--- src/rtl/noc_mod_port_pkg.sv ---
// Shared NoC definitions: default flit field widths and the packet framing state.
package noc_mod_port_pkg;

  localparam int unsigned NOC_HEADER_SIZE_DEF  = 8;
  localparam int unsigned NOC_PAYLOAD_SIZE_DEF = 32;
  localparam int unsigned FLIT_BUF_DEPTH       = 2;

  typedef enum logic {
    IDLE = 1'b0,
    PKT  = 1'b1
  } noc_pkt_state_e;

endpackage

--- src/rtl/noc_flit_buf2.sv ---
// Two-entry flit FIFO; head entry is always visible on rdata, count tracks occupancy.
module noc_flit_buf2 #(
  parameter int unsigned W = 8
) (
  input  logic         clk,
  input  logic         rst_n,
  input  logic         push,
  input  logic [W-1:0] wdata,
  input  logic         pop,
  output logic [W-1:0] rdata,
  output logic [1:0]   count
);

  logic [W-1:0] mem [2];
  logic         wr_ptr;
  logic         rd_ptr;
  logic         do_push;
  logic         do_pop;

  assign do_push = push & (count != 2'd2);
  assign do_pop  = pop & (count != 2'd0);
  assign rdata   = mem[rd_ptr];

  always_ff @(posedge clk or negedge rst_n) begin
    if (!rst_n) begin
      mem[0] <= '0;
      mem[1] <= '0;
      wr_ptr <= 1'b0;
      rd_ptr <= 1'b0;
      count  <= 2'd0;
    end else begin
      if (do_push) begin
        mem[wr_ptr] <= wdata;
        wr_ptr      <= ~wr_ptr;
      end
      if (do_pop) rd_ptr <= ~rd_ptr;
      count <= count + 2'(do_push) - 2'(do_pop);
    end
  end

endmodule

--- src/rtl/noc_mod_port.sv ---
// Module-side NoC link endpoint: valid/ready streams to link wrreq/stall and rdreq/empty,
// with two flits of buffering per direction, TX packet framing and packet/flit counters.
module noc_mod_port
  import noc_mod_port_pkg::*;
#(
  parameter int unsigned NOC_HEADER_SIZE  = NOC_HEADER_SIZE_DEF,
  parameter int unsigned NOC_PAYLOAD_SIZE = NOC_PAYLOAD_SIZE_DEF,
  parameter int unsigned CNT_WIDTH        = 16
) (
  input  logic                        clk_i,
  input  logic                        reset_q_i,
  input  logic                        mod_tx_valid_i,
  output logic                        mod_tx_ready_o,
  input  logic [NOC_HEADER_SIZE-1:0]  mod_tx_header_i,
  input  logic [NOC_PAYLOAD_SIZE-1:0] mod_tx_payload_i,
  input  logic                        mod_tx_last_i,
  output logic                        mod_rx_valid_o,
  input  logic                        mod_rx_ready_i,
  output logic [NOC_HEADER_SIZE-1:0]  mod_rx_header_o,
  output logic [NOC_PAYLOAD_SIZE-1:0] mod_rx_payload_o,
  output logic                        link_wrreq_o,
  input  logic                        link_stall_i,
  output logic [NOC_HEADER_SIZE-1:0]  link_header_o,
  output logic [NOC_PAYLOAD_SIZE-1:0] link_payload_o,
  output logic                        link_rdreq_o,
  input  logic                        link_empty_i,
  input  logic [NOC_HEADER_SIZE-1:0]  link_header_i,
  input  logic [NOC_PAYLOAD_SIZE-1:0] link_payload_i,
  output logic                        tx_in_pkt_o,
  output logic [CNT_WIDTH-1:0]        tx_pkt_cnt_o,
  output logic [CNT_WIDTH-1:0]        rx_flit_cnt_o
);

  localparam int unsigned FLIT_W = NOC_HEADER_SIZE + NOC_PAYLOAD_SIZE;

  logic [1:0]        tx_count;
  logic [1:0]        rx_count;
  logic              tx_accept;
  logic              rx_pop;
  logic [FLIT_W-1:0] tx_head;
  logic [FLIT_W-1:0] rx_head;
  noc_pkt_state_e    state;
  noc_pkt_state_e    state_nxt;
  logic              pkt_done;

  assign mod_tx_ready_o = (tx_count != 2'd2);
  assign tx_accept      = mod_tx_valid_i & mod_tx_ready_o;
  assign link_wrreq_o   = (tx_count != 2'd0) & ~link_stall_i;
  assign {link_header_o, link_payload_o} = tx_head;

  noc_flit_buf2 #(.W(FLIT_W)) u_tx_buf (
    .clk   (clk_i),
    .rst_n (reset_q_i),
    .push  (tx_accept),
    .wdata ({mod_tx_header_i, mod_tx_payload_i}),
    .pop   (link_wrreq_o),
    .rdata (tx_head),
    .count (tx_count)
  );

  // Gated by reset so the link FIFO is never popped while the capture buffer is held clear.
  assign link_rdreq_o   = reset_q_i & ~link_empty_i & (rx_count != 2'd2);
  assign mod_rx_valid_o = (rx_count != 2'd0);
  assign rx_pop         = mod_rx_valid_o & mod_rx_ready_i;
  assign {mod_rx_header_o, mod_rx_payload_o} = rx_head;

  noc_flit_buf2 #(.W(FLIT_W)) u_rx_buf (
    .clk   (clk_i),
    .rst_n (reset_q_i),
    .push  (link_rdreq_o),
    .wdata ({link_header_i, link_payload_i}),
    .pop   (rx_pop),
    .rdata (rx_head),
    .count (rx_count)
  );

  always_ff @(posedge clk_i or negedge reset_q_i) begin
    if (!reset_q_i) begin
      state         <= IDLE;
      tx_pkt_cnt_o  <= '0;
      rx_flit_cnt_o <= '0;
    end else begin
      state         <= state_nxt;
      tx_pkt_cnt_o  <= tx_pkt_cnt_o + CNT_WIDTH'(pkt_done);
      rx_flit_cnt_o <= rx_flit_cnt_o + CNT_WIDTH'(link_rdreq_o);
    end
  end

  // Framing advances only on flits accepted from the module.
  always_comb begin
    state_nxt = state;
    pkt_done  = 1'b0;
    case (state)
      IDLE: begin
        if (tx_accept && !mod_tx_last_i) state_nxt = PKT;
        else if (tx_accept)              pkt_done  = 1'b1;
      end
      PKT: begin
        if (tx_accept && mod_tx_last_i) begin
          state_nxt = IDLE;
          pkt_done  = 1'b1;
        end
      end
      default: state_nxt = IDLE;
    endcase
  end

  assign tx_in_pkt_o = (state == PKT);

endmodule

--- config.mk ---
export PLATFORM = sky130hd
export DESIGN_NAME = noc_mod_port
export DESIGN_NICKNAME = d
export VERILOG_FILES = /design/src/rtl/noc_mod_port_pkg.sv /design/src/rtl/noc_flit_buf2.sv /design/src/rtl/noc_mod_port.sv
export SDC_FILE = /design/constraint.sdc
export NUM_CORES = 1
export LEC_CHECK = 0
export CAP_MARGIN = 40
export CORE_MARGIN = 5
export CORE_UTILIZATION = 54
export CTS_CLUSTER_SIZE = 40
export DETAILED_ROUTE_END_ITERATION = 7
export GPL_TIMING_DRIVEN = 0
export PLACE_DENSITY = 0.85
export SLEW_MARGIN = 20
export SYNTH_ARGS = -nofsm -noshare
export SYNTH_HDL_FRONTEND = slang
export SYNTH_SLANG_ARGS = --single-unit
--- constraint.sdc ---
create_clock -name clk_i -period 3.5 [get_ports clk_i]
set_input_delay 0.7 -clock clk_i [delete_from_list [all_inputs] [get_ports clk_i]]
set_output_delay 0.7 -clock clk_i [all_outputs]
set_load 0.1 [all_outputs]
# Word level (Yosys, flattened, before mapping)
# Cells that the tools add are included.
# W data, S select, Z words.
# op_classes
eq_ne	2
n_addsub	6
bitwise	20
n_reduce_logical	7
n_lt_le_gt_ge	6
muxes	19
# ops
cell	n
$mux W40	8
$bwmux W80	2
$demux W40 S1	2
$add A16 B1 Y16	2
$and A1 B1 Y1	9
$ge A2 B2 Y1 const B	4
$not A1 Y2	4
$not A1 Y1	7
$mux W1	5
$add A2 B1 Y2	2
$logic_and A1 B1 Y1	4
$lt A2 B1 Y1 const B	2
$ne A2 B2 Y1 const B	2
$pmux W1 S2	2
$reduce_bool A2 Y1	2
$sub A2 B1 Y2	2
$logic_not A1 Y1	1
# word_totals
out_inout_bits	117
register_bits	201
elab_cells	73
input_bits	87

# Depth between registers and ports, before layout
# Gate-level depths: netlist of run 1.
# logic_depth
ltp_word	6
mapped_depth	8
depth_no_buf	8

# Hierarchy
# A second synthesis of run 1 with hierarchy kept.
# hier_totals
hier_cells	593
hier_area_um2	9616.7
# modules_own_cells
mod	seq_area_each_um2	area_per_inst_um2	instances	cells_each
noc_flit_buf2	2102.0	4057.6	2	231
noc_mod_port	825.8	1501.4	1	131

# Worst setup path before layout of run 1
# OpenSTA, ideal clock, no wires.
# synth_timing
kind	in2reg
startpoint	in link_empty_i
endpoint	reg rx_flit_cnt_o[14]
setup_slack_ns	-1.141
n_path_buf	0
arrival_time_ns	4.479
stages	6
required_time_ns	3.338
path_cell_list	nor3b_1 > ha_1 > ha_1 > nand3_1 > nor4_1 > xor2_1
# synth_between
elab_chain_cells	4
# synth_rtl
element	line_no	rtl
from (decl)	noc_mod_port.sv:26	input logic link_empty_i,
$not A1 Y1	noc_mod_port.sv:62	assign link_rdreq_o = reset_q_i & ~link_empty_i & (rx_count != 2'd2);
$and A1 B1 Y1 (2 in a row)	noc_mod_port.sv:62	
$add A16 B1 Y16	noc_mod_port.sv:85	rx_flit_cnt_o <= rx_flit_cnt_o + CNT_WIDTH'(link_rdreq_o);
to (signal assigned)	noc_mod_port.sv:85	
to (decl)	noc_mod_port.sv:31	output logic [CNT_WIDTH-1:0] rx_flit_cnt_o
# No other way between the ends.
# A chain may end at the register's enable or synchronous reset.

# Worst setup path in the final report of run 1
# layout_timing
startpoint	reg u_rx_buf.rd_ptr
endpoint	out mod_rx_payload_o[24]
# layout_between
elab_chain_cells	4
# layout_rtl
element	line_no	rtl
from (decl)	noc_flit_buf2.sv:16	logic rd_ptr;
from (signal assigned)	noc_flit_buf2.sv:36	if (do_pop) rd_ptr <= ~rd_ptr;
$not A1 Y2 (implied by the code)	noc_flit_buf2.sv:22	assign rdata = mem[rd_ptr];
$mux W40 (implied by the code) (3 in a row)	noc_flit_buf2.sv:22	
to (decl)	noc_mod_port.sv:20	output logic [NOC_PAYLOAD_SIZE-1:0] mod_rx_payload_o,
# No other way between the ends. The select of a mux whose other input is x is not followed.

==> impl_metrics.toml, run 1 <==
[placement]
numPortBuffers = 203
dp_hpwl_um = 17400
place_area_um2 = 13200
gp_congestion = 0.818

[flow_run]
drv_cap = 0

[final_layout]
fillers = 651
fin_area_um2 = 14000
area_delta_synth_final_pct = 59.1
final_nets = 1024
drive_gt1_share_pct = 44.1

[yosys]
netlist-cell-type-count = 28
syn_area_um2 = 8770
ys_warn_count = 0
synthArstFlopShare_pct = 100
synth_most_common_cell = "mux2_2"
synth_top_area_share_pct = 57.3
syn_avg_cell_area_um2 = 15.0
synth_edf_count = 0
ys_seq_elements = 201
syn_nets = 678
synth_cells = 583
yosys.area.top_type = "dfrtp_1"
ys_top_cells_by_count = "mux2_2 (229), dfrtp_1 (201), xor2_1 (23)"
synth_ff_type = "dfrtp_1"
yosysSeqAreaShare_pct = 57.3
synth_area_leaders = "dfrtp_1 (57%), mux2_2 (29%), xor2_1 (2.3%), mux2_1 (1.4%), xnor2_1 (1.3%)"

[detailed_routing]
drt_iter0_drc = 341
vias = 6159
firstDrtPassIters = 4
wl_per_cell_um = 22.0
routed_wl_um = 25500
avgViaCountPerCell = 5.31
drc = 0
ant_nets = 0

[clock_network]
cts_tree = "done"
clock-sinks = 201
insertion_delay_ps = 490
cts_max_path_buffers = 3
cts_root_buf = "clkbuf_16"
htree_num_levels = 1
cts_buffers = 21
postCtsHoldBufs = 0
path_clk_slew_ps = 60

[floorplan]
die_width_um = 137
start_util_pct = 55.2
io_pins = 204
core_um2 = 15900
die_area_um2 = 18900
rows = 46
die_h_um = 137

[setup_path]
start_kind = "flop"
r2r-start = "u_rx_buf.count[1]"
regToRegSetupSlack_ps = 1170
ff2ff_path_depth = 7
cp_max_fo = 10
end_kind = "primary output"
cp.arrival_ps = 2510
crit_type = "reg -> out"
cp_data_required_time_ps = 2800
r2r_end = "rx_flit_cnt_o[14]"

[sta]
clock_skew_ps = 12.6
max_slew_margin_pct = 67.4
hold_viol_final = 0
worst_pin_slew_ps = 488
max_freq_mhz = 312
rsz0062_at_grt = "no"
fin_crit_ps = 3210
period_share_pct = 91.6
finalSetupViolations = 0
slew_viol_final = 0

[hold_path]
worstHoldPathType = "in -> async"

[grt]
track_usage_pct = 27.1
overflow = 0
grt_pass1_wl_um = 39400
grt_pass1_vias = 7090
antenna_found_initial = 2
grt_max_degree = 105

[outcome]
status = "finished clean"
## registers in the layout, indices dropped and copies added, names as in the netlist, 2 cells and up, named ones only
register / flops
u_tx_buf.count: 2
u_rx_buf.mem: 80
tx_pkt_cnt_o: 16
u_tx_buf.mem: 80
u_rx_buf.count: 2
rx_flit_cnt_o: 16
## per-layer routing
layer	GRT usage, %	routed length (um)
met1	31.4	9250
met2	49.4	13900
met3	5.44	1370
met4	10.3	1030
met5	0	13
## worst max-delay path, stage by stage, from the launching register on
cell	delay [ps]
dfrtp_1	330
clkbuf_1	210
buf_2	330
mux2_2	390
clkdlybuf4s50_1	530
buf_16	220
## kinds of logic after synthesis
kind of cell    Yosys count  share of synthesized area, %
compound gates            2                         0.114
xor+xnor                 36                          3.59
fa+ha+maj                 8                          1.14
buf+inv                  39                          2.81
flops                   201                          57.3
mux                     240                          30.8
simple gates             57                          4.19
## final cells by class
type | count | area [um2] | share of cell area [%]
buffer | 26 | 198 | 1.42
clock buffer | 31 | 613 | 4.39
antenna | 2 | 5.00 | 0.0359
sequential | 201 | 5030 | 36.0
clock inverter | 5 | 35.0 | 0.251
tap | 216 | 270 | 1.94
inverter | 13 | 48.8 | 0.350
multi-input combinational | 343 | 3500 | 25.1
timing repair buffer | 323 | 4250 | 30.5
## cell usage in the layout (no fill, tap or decap), types with 8 or more instances in the layout
master             n
buf_16            31
buf_2              8
buf_4              8
buf_6              8
buf_8             88
clkbuf_16         22
clkdlybuf4s50_1  202
dfrtp_1          201
ha_1               8
inv_1             13
mux2_1            11
mux2_2           229
nand3_1            9
nor2_1             9
nor3_1             8
xnor2_1           13
xor2_1            23
## per-stage QoR
step                      setup WS, ps   TNS, ps  hold slack [ps]  instances  util, %
after floorplan                   82.3         0              404        583        -
after global placement           -6900  -1782160              457       1002     69.7
after detailed placement          -284      -677              460       1120     83.3
after CTS                         56.0         0              182       1157     87.6
after global routing               199         0             90.5       1159     87.8
final                              293         0             87.5       1160     87.8
## how the worst max path moves through the flow
stage                    startpoint                   end  depth (start not counted)
floorplan              link_empty_i     rx_flit_cnt_o[14]                          6
global placement          reset_q_i          link_rdreq_o                          3
detailed placement        reset_q_i          link_rdreq_o                          5
CTS                       reset_q_i          link_rdreq_o                          5
global route              reset_q_i          link_rdreq_o                          5
finish              u_rx_buf.rd_ptr  mod_rx_payload_o[24]                          5
## repair_timing
action | 4_1_cts | 5_1_grt
resized for setup | 1 | 1
gates cloned | 1 | 1
setup buffers | 0 | 0
setup endpoints to repair | 1 | 1
Power of run 1 is left out: the tool's default activity adds up to more than one toggle a clock period on the data nets, which glitch-free logic cannot reach.
==> run 2, diff against run 1 <==
Settings changed: CORE_UTILIZATION 54 to 50, PLACE_DENSITY 0.85 to 0.8.
Clock period 3.5 ns to 3.6 ns, I/O delays scaled along.
==> run 2 against run 1 <==
Against the previous run:
- non-clock buffer count down 1
- largest cell class unchanged
- critical path type is now in -> out
- design area up 0.34%
- clock-buffer cell count down 3
- critical path depth unchanged
- sequential share of layout area down 0.12 points
- final cell count up 0.86%
- flip-flop and latch count unchanged
- utilization down 6.6 points
- highest routed layer is now met4
- first-iteration DRC count down 28%
- die area up 7.4%
==> impl_metrics.toml, run 2 (synthesis results as in run 1) <==
[detailed_routing]
avgViaCountPerCell = 5.24
ant_nets = 0
drc = 0
drt_iter0_drc = 247
firstDrtPassIters = 4
wl_per_cell_um = 20.6
routed_wl_um = 24100
vias = 6136

[final_layout]
area_delta_synth_final_pct = 59.6
n_antenna_cell = 0
stdcell_count = 1170
final_nets = 1024
final_util_pct = 81.2
layout_commonest_cell = "mux2_2"
drive_gt1_share_pct = 44.6
layout_common_cells = "mux2_2 (229), clkdlybuf4s50_1 (202), dfrtp_1 (201), buf_8 (90), buf_16 (30)"
largestRegisters = "u_rx_buf.mem x80, u_tx_buf.mem x80"

[placement]
dp_worst_setup_slack_ps = 247
placed_cells = 1130
dp_hpwl_um = 17500
gp_congestion = 0.824
numPortBuffers = 203

[hold_path]
worstHoldPathType = "in -> async"

[sta]
max_freq_mhz = 302
max_slew_margin_pct = 69.2
slew_viol_final = 0
hold_viol_final = 0
period_share_pct = 91.9
timing.final.ws_setup_ps = 293
worst_pin_slew_ps = 463
finalSetupViolations = 0
rsz0062_at_grt = "no"
setup_total_negative_slack_ps = 0
clock_skew_ps = 7.85
fin_crit_ps = 3310

[clock_network]
htree_num_levels = 1
postCtsHoldBufs = 0
clock-sinks = 201
insertion_delay_ps = 490
cts_buffers = 22
cts_tree = "done"
postCtsSetupBuffers = 0
path_clk_slew_ps = 60
cts_max_path_buffers = 3
cts_root_buf = "clkbuf_16"
cts_resized = 0

[outcome]
status = "finished clean"

[setup_path]
cp.arrival_ps = 2590
cp_common_cell = "buf_8"
cp_data_required_time_ps = 2880
crit_type = "in -> out"
crit_buf_inv = 4
crit_chain = "buf_8 > buf_16 > nor3b_2 > clkdlybuf4s50_1 > buf_8"
cp_max_fo = 81
path_delay_family = "buffers and inverters"
slowest_delay_ps = 590
crit_path_top_delay_cell = "clkdlybuf4s50_1"
end_kind = "primary output"
start_kind = "primary input"

[floorplan]
io_pins = 204
start_util_pct = 50.9
die_h_um = 142
core_um2 = 17200
die_area_um2 = 20300
rows = 48
die_width_um = 142

[grt]
track_usage_pct = 24.0
grt_max_degree = 92
grt_pass1_vias = 7177
grt_pass1_wl_um = 38700
overflow = 0
antenna_found_initial = 0

[flow_run]
drv_cap = 0
==> run 2: layer usage <==
| metal | vias up | track usage, % | wire, um |
|---|---|---|---|
| met1 | 3117 | 27.7 | 8950 |
| met3 | 53 | 5.38 | 1400 |
| li1 | 2751 | - | - |
| met5 | - | 0 | 0 |
| met4 | 0 | 7.70 | 699 |
| met2 | 215 | 44.0 | 13000 |
==> run 2: worst paths after layout <==
| path | from | endpoint | slack [ps] | cells past startpoint |
|---|---|---|---|---|
| setup / recovery | reset_q_i | link_rdreq_o | 290 | 5 |
| min in group clk_i | rx_flit_cnt_o[15] | rx_flit_cnt_o[15] | 470 | 1 |
| max in group asynchronous | reset_q_i | u_tx_buf.mem[79] | 2780 | 2 |
| setup reg to reg | u_rx_buf.count[1] | rx_flit_cnt_o[14] | 1220 | 7 |
| hold reg to reg | rx_flit_cnt_o[15] | rx_flit_cnt_o[15] | 470 | 1 |
| hold / removal | reset_q_i | u_rx_buf.mem[32] | 90 | 1 |
==> run 2: stage by stage <==
stage               instance area, um2  hold WS [ps]
global route                     14000          88.7
detailed placement               13300           464
CTS                              14000          81.1
floorplan                         8780           424
finish                           14000          86.0
global placement                 11100           455
==> run 2: worst reg2reg max path, stage by stage, from the launching register on <==
cell	delay, ps
dfrtp_1	410
nor2b_4	160
nor3b_2	340
ha_1	300
ha_1	240
nand3_1	260
nor4_1	400
xor2_1	190
==> run 2: area by class of cell <==
cell class / count / area, um2
Multi-Input combinational cell: 343 / 3500
Tap cell: 225 / 282
Sequential cell: 201 / 5030
Buffer: 26 / 198
Inverter: 13 / 48.8
Clock inverter: 12 / 120
Clock buffer: 28 / 624
Fill cell: 868 / 3230
Timing Repair Buffer: 322 / 4200
Power of run 2 is left out for the same reason.
